<file path="src/rtl/store_unit.sv">
// Store sequencer: decodes funct3/addr into byte strobes, flags faulting stores,
// and drives a req/ack write handshake with the data memory under a timeout.
module store_unit #(
    parameter int TIMEOUT = 16,
    parameter int CNT_W   = 5
) (
    input  logic        clock,
    input  logic        reset,
    input  logic        start,
    input  logic [31:0] ir,
    input  logic [31:0] addr,
    input  logic [31:0] wdata,
    output logic        mem_req,
    output logic [31:0] mem_addr,
    output logic [31:0] mem_wdata,
    output logic [3:0]  mem_wrbits,
    input  logic        mem_ack,
    output logic        busy,
    output logic        done,
    output logic        err,
    output logic [1:0]  err_code
);

    typedef enum logic [1:0] {IDLE, REQ, DONE, ERR} state_t;

    localparam logic [CNT_W-1:0] TMO_LAST = CNT_W'(TIMEOUT - 1);

    state_t             state_q, state_d;
    logic [31:0]        addr_q, addr_d;
    logic [31:0]        wdata_q, wdata_d;
    logic [3:0]         wrbits_q, wrbits_d;
    logic [1:0]         code_q, code_d;
    logic [CNT_W-1:0]   cnt_q, cnt_d;

    logic [2:0]         funct3;
    logic [3:0]         dec_wrbits;
    logic               dec_misal;
    logic               dec_illegal;
    logic               unused_ir;

    assign funct3    = ir[14:12];
    assign unused_ir = ^{ir[31:15], ir[11:0]};

    always_comb begin
        dec_wrbits  = 4'b0000;
        dec_misal   = 1'b0;
        dec_illegal = 1'b0;
        case (funct3)
            3'b000: dec_wrbits = 4'b0001 << addr[1:0];
            3'b001: begin
                dec_wrbits = addr[1] ? 4'b1100 : 4'b0011;
                dec_misal  = addr[0];
            end
            3'b010: begin
                dec_wrbits = 4'b1111;
                dec_misal  = (addr[1:0] != 2'b00);
            end
            default: dec_illegal = 1'b1;
        endcase
    end

    always_comb begin
        state_d  = state_q;
        addr_d   = addr_q;
        wdata_d  = wdata_q;
        wrbits_d = wrbits_q;
        code_d   = code_q;
        cnt_d    = cnt_q;
        case (state_q)
            IDLE: begin
                if (start) begin
                    addr_d   = {addr[31:2], 2'b00};
                    wdata_d  = wdata;
                    wrbits_d = dec_wrbits;
                    cnt_d    = '0;
                    if (dec_illegal) begin
                        code_d  = 2'b10;
                        state_d = ERR;
                    end else if (dec_misal) begin
                        code_d  = 2'b01;
                        state_d = ERR;
                    end else begin
                        state_d = REQ;
                    end
                end
            end
            REQ: begin
                // ack takes priority over the final timeout cycle
                if (mem_ack) begin
                    state_d = DONE;
                end else if (cnt_q == TMO_LAST) begin
                    code_d  = 2'b11;
                    state_d = ERR;
                end else begin
                    cnt_d = cnt_q + 1'b1;
                end
            end
            DONE:    state_d = IDLE;
            ERR:     state_d = IDLE;
            default: state_d = IDLE;
        endcase
    end

    always_ff @(posedge clock or negedge reset) begin
        if (!reset) begin
            state_q  <= IDLE;
            addr_q   <= '0;
            wdata_q  <= '0;
            wrbits_q <= '0;
            code_q   <= '0;
            cnt_q    <= '0;
        end else begin
            state_q  <= state_d;
            addr_q   <= addr_d;
            wdata_q  <= wdata_d;
            wrbits_q <= wrbits_d;
            code_q   <= code_d;
            cnt_q    <= cnt_d;
        end
    end

    assign mem_req    = (state_q == REQ);
    assign mem_addr   = addr_q;
    assign mem_wdata  = wdata_q;
    assign mem_wrbits = (state_q == REQ) ? wrbits_q : 4'b0000;
    assign busy       = (state_q != IDLE);
    assign done       = (state_q == DONE);
    assign err        = (state_q == ERR);
    assign err_code   = (state_q == ERR) ? code_q : 2'b00;

endmodule

</file>
<file path="config.mk">
export PLATFORM = sky130hd
export DESIGN_NAME = store_unit
export DESIGN_NICKNAME = d
export VERILOG_FILES = /design/src/rtl/store_unit.sv
export SDC_FILE = /design/constraint.sdc
export NUM_CORES = 1
export LEC_CHECK = 0
export ABC_AREA = 1
export CORE_MARGIN = 2
export CORE_UTILIZATION = 39
export CTS_CLUSTER_DIAMETER = 100
export DETAILED_ROUTE_END_ITERATION = 7
export GPL_TIMING_DRIVEN = 0
export HOLD_SLACK_MARGIN = 0.03
export PLACE_DENSITY_LB_ADDON = 0.12
export SLEW_MARGIN = 30
export SYNTH_ARGS = -nofsm -noshare
export SYNTH_HDL_FRONTEND = slang
export SYNTH_SLANG_ARGS = --single-unit
</file>
<file path="constraint.sdc">
create_clock -name clock -period 1.9 [get_ports clock]
set_clock_uncertainty 0.05 [all_clocks]
set_input_delay 0.57 -clock clock [delete_from_list [all_inputs] [get_ports clock]]
set_output_delay 0.57 -clock clock [all_outputs]
set_load 0.01 [all_outputs]
</file>
==> flow_metrics.py <==
metrics = {
    "run_status": {
        "status": "complete, but fails checks",
        "violations": "setup timing",
    },
    "setup_path": {
        "slowest_delay_ps": 440,
        "crit_buf_inv": 2,
        "crit_arrival_ps": 1290,
        "critPathTopFamily": "flip-flops",
        "r2r_slack_ps": 140,
        "critPathKind": "reg2out",
        "critical_path_required_ps": 1280,
        "cpMaxStageDelayCell": "dfrtp_2",
        "worstSetupEndpointType": "primary output",
        "crit_chain": "inv_2 > nand2_4 > nor2_2 > clkdlybuf4s15_2",
        "setup.worst_path.start_class": "register",
        "crit_fanout": 7,
    },
    "power_and_ir_drop": {
        "combPwrFrac": 0.481,
        "pwr-share-clk": 0.170,
        "power_density_nw_per_um2": 1560,
        "p_sw_frac": 0.311,
        "p_switching_uw": 2470,
        "p_seq_frac": 0.349,
        "p_leak_uw": 0.00262,
        "power_uw": 7940,
        "max-vdd-ir-drop_mv": 0.709,
        "cell_internal_pwr_uw": 5470,
    },
    "synthesis": {
        "synth_compound_area_frac": 0.0209,
        "synth_area_leader_cell": "dfrtp_1",
        "synthAdderAreaFrac": 0.00790,
        "async_flop_share": 1.00,
        "synth_area_leaders": "dfrtp_1 (59%), mux2_2 (13%), mux2_4 (12%)",
        "synth_ff_type": "dfrtp_1",
        "netlist_instances": 241,
        "synth_simple_gate_area_share": 0.0798,
        "synth.most_common_cell": "dfrtp_1",
        "synth-xor-area-share": 0,
        "synth_edf_count": 0,
        "synth_area_um2": 3170,
        "ys_seq_elements": 75,
        "ys_warn_count": 0,
        "synth_cell_types": 19,
        "synth.top_cell.area_share": 0.593,
        "synth_common_cells": "dfrtp_1 (75), mux2_2 (36), nand2_1 (28)",
        "synth_seq_area_share": 0.593,
        "synthMuxAreaShare": 0.251,
        "synth_top_family_by_area": "multiplexers",
        "syn_avg_cell_area_um2": 13.1,
    },
    "detailed_routing": {
        "vias": 2328,
        "post_drt_wl_per_cell_um": 14.6,
        "first_pass_iters": 4,
        "remaining_drc_errors": 0,
        "first_iter_violations": 54,
        "detail_route.vias_per_cell": 4.59,
        "ant_nets": 0,
        "drt_wl_total_mm": 7.41,
    },
    "global_route": {
        "grt_use_met3": 0.0425,
        "grt.met2_usage": 0.278,
        "grt-ovfl-total": 0,
        "grtUsageMet1": 0.214,
        "grt_pass1_vias": 2328,
        "grt.busiest_layer": "met2",
        "antenna_found_initial": 0,
        "grt_start_max_net_pins": 51,
        "grt_usage": 0.170,
        "grt_pass1_wl_mm": 11.4,
    },
    "cts": {
        "cts_tree": "done",
        "clock_latency_ps": 340,
        "cts.htree.levels": 3,
        "cts_made_buffers": 9,
        "clkSinkCount": 75,
        "cts-root-buf": "clkbuf_8",
        "clk_pin_slew_ps": 80,
        "max-clock-path-buffers": 2,
    },
    "floorplan": {
        "die_x_um": 94.1,
        "core_area_um2": 7810,
        "die_area_um2": 8860,
        "rows": 32,
        "dieHeight_um": 94.1,
        "start_util": 0.406,
        "ioPinCount": 174,
    },
    "hold_path": {
        "min_path_type": "in2async",
    },
    "final_layout": {
        "fin_area_um2": 5080,
        "nNetsFinal": 503,
        "diodes": 0,
        "fin_util": 0.651,
        "drive_gt1_frac": 0.279,
        "syn_to_final_growth_pct": 60.4,
    },
    "placed_design": {
        "gp_congestion": 0.767,
        "postPlaceCellArea_um2": 4740,
        "port_buffers": 142,
        "dp_hpwl_mm": 5.41,
    },
    "job": {
        "cap_violations": 0,
    },
    "timing": {
        "post-route-min-period_ps": 1910,
        "fmax_mhz": 525,
        "fin_crit_sh": 1.00,
        "setup_tns_ps": -11.5,
        "hold_slack_ps": 84.0,
        "finalSetupViolCount": 2,
        "hold_viol": 0,
        "rsz0062_at_grt": "yes",
        "maxSlewViolCount": 0,
        "final.setup.worst_slack_ps": -6.55,
    },
}
==> layer usage <==
metal	wire [um]	vias up
met3	459	6
met1	3270	1131
li1	-	1112
met4	82	0
met5	0	-
met2	3600	79
==> cells in the final DEF, fill, tap and decap left out, drive strengths merged, types with 3 or more instances in the layout <==
master / instances
clkdlybuf4s50: 95
dfrtp: 75
mux2: 62
dlymetal6s2s: 36
nand2: 29
nor2: 20
buf: 20
inv: 19
clkbuf: 14
o21ai: 9
nand3: 9
a21oi: 3
==> power groups by stage <==
| stage | Combinational (uW) | Clock (uW) | Sequential [uW] |
|---|---|---|---|
| after floorplan | 1560 | 0 | 3130 |
| after global placement | 3820 | 0 | 2780 |
| after detailed placement | 3860 | 0 | 2820 |
| after CTS | 3890 | 1390 | 2790 |
| after global routing | 4100 | 1460 | 2870 |
| final | 3820 | 1350 | 2770 |
==> cell families after synthesis <==
logic type                 Yosys count
AOI/OAI and AO/OA                   13
adders and majority gates            2
buffers and inverters               28
DFF                                 75
muxes                               62
other                                1
and+or+nand+nor                     60
==> flip-flops by register name, summed over array words and instances, names as in the netlist <==
name	flops
cnt_q	5
code_q	2
mem_addr	30
mem_wdata	32
state_q	2
wrbits_q	4
==> path summary, 6_finish.rpt <==
| path | start | endpoint | cells past startpoint |
|---|---|---|---|
| worst max register to register | cnt_q[0] | state_q[1] | 10 |
| worst max-delay path | state_q[1] | mem_wrbits[3] | 4 |
| worst min register to register | code_q[0] | code_q[0] | 2 |
| min in group clock | code_q[0] | code_q[0] | 2 |
| max in group asynchronous | reset | state_q[1] | 2 |
| worst min-delay path | reset | mem_wdata[8] | 1 |
==> what timing repair did <==
action / 4_1_cts / 5_1_grt
pin swaps: 1 / 1
gates cloned: 0 / 0
setup endpoints to repair: 10 / 45
gates resized for setup: 27 / 53
hold buffers: 0 / 0
buffers inserted: 2 / 3
==> worst reg2reg max path, cell delays in order, from the launching register on <==
cell and delay [ps]:
dfrtp_1 440, ha_1 230, nand2_1 80, nor2_1 50
ha_1 190, nor2_1 240, nand3_1 150, nand2_1 90
nor2_1 40, nand2_1 50, inv_1 40
==> per-stage QoR <==
| step | instances | worst slack [ps] |
|---|---|---|
| floorplan | 242 | 365 |
| global placement | 486 | -2470 |
| detailed placement | 487 | -159 |
| CTS | 504 | -65.3 |
| global route | 507 | -76.0 |
| finish | 507 | -6.55 |
==> final cells by class <==
| type | count | area [um^2] |
|---|---|---|
| fill | 602 | 2730 |
| sequential | 75 | 1880 |
| timing repair buffer | 148 | 1540 |
| multi-input combinational | 139 | 1170 |
| clock buffer | 11 | 141 |
| tap | 102 | 128 |
| clock inverter | 4 | 75.1 |
| buffer | 9 | 75.1 |
| inverter | 19 | 71.3 |
Note: power is estimated with default switching activity, not from simulation.
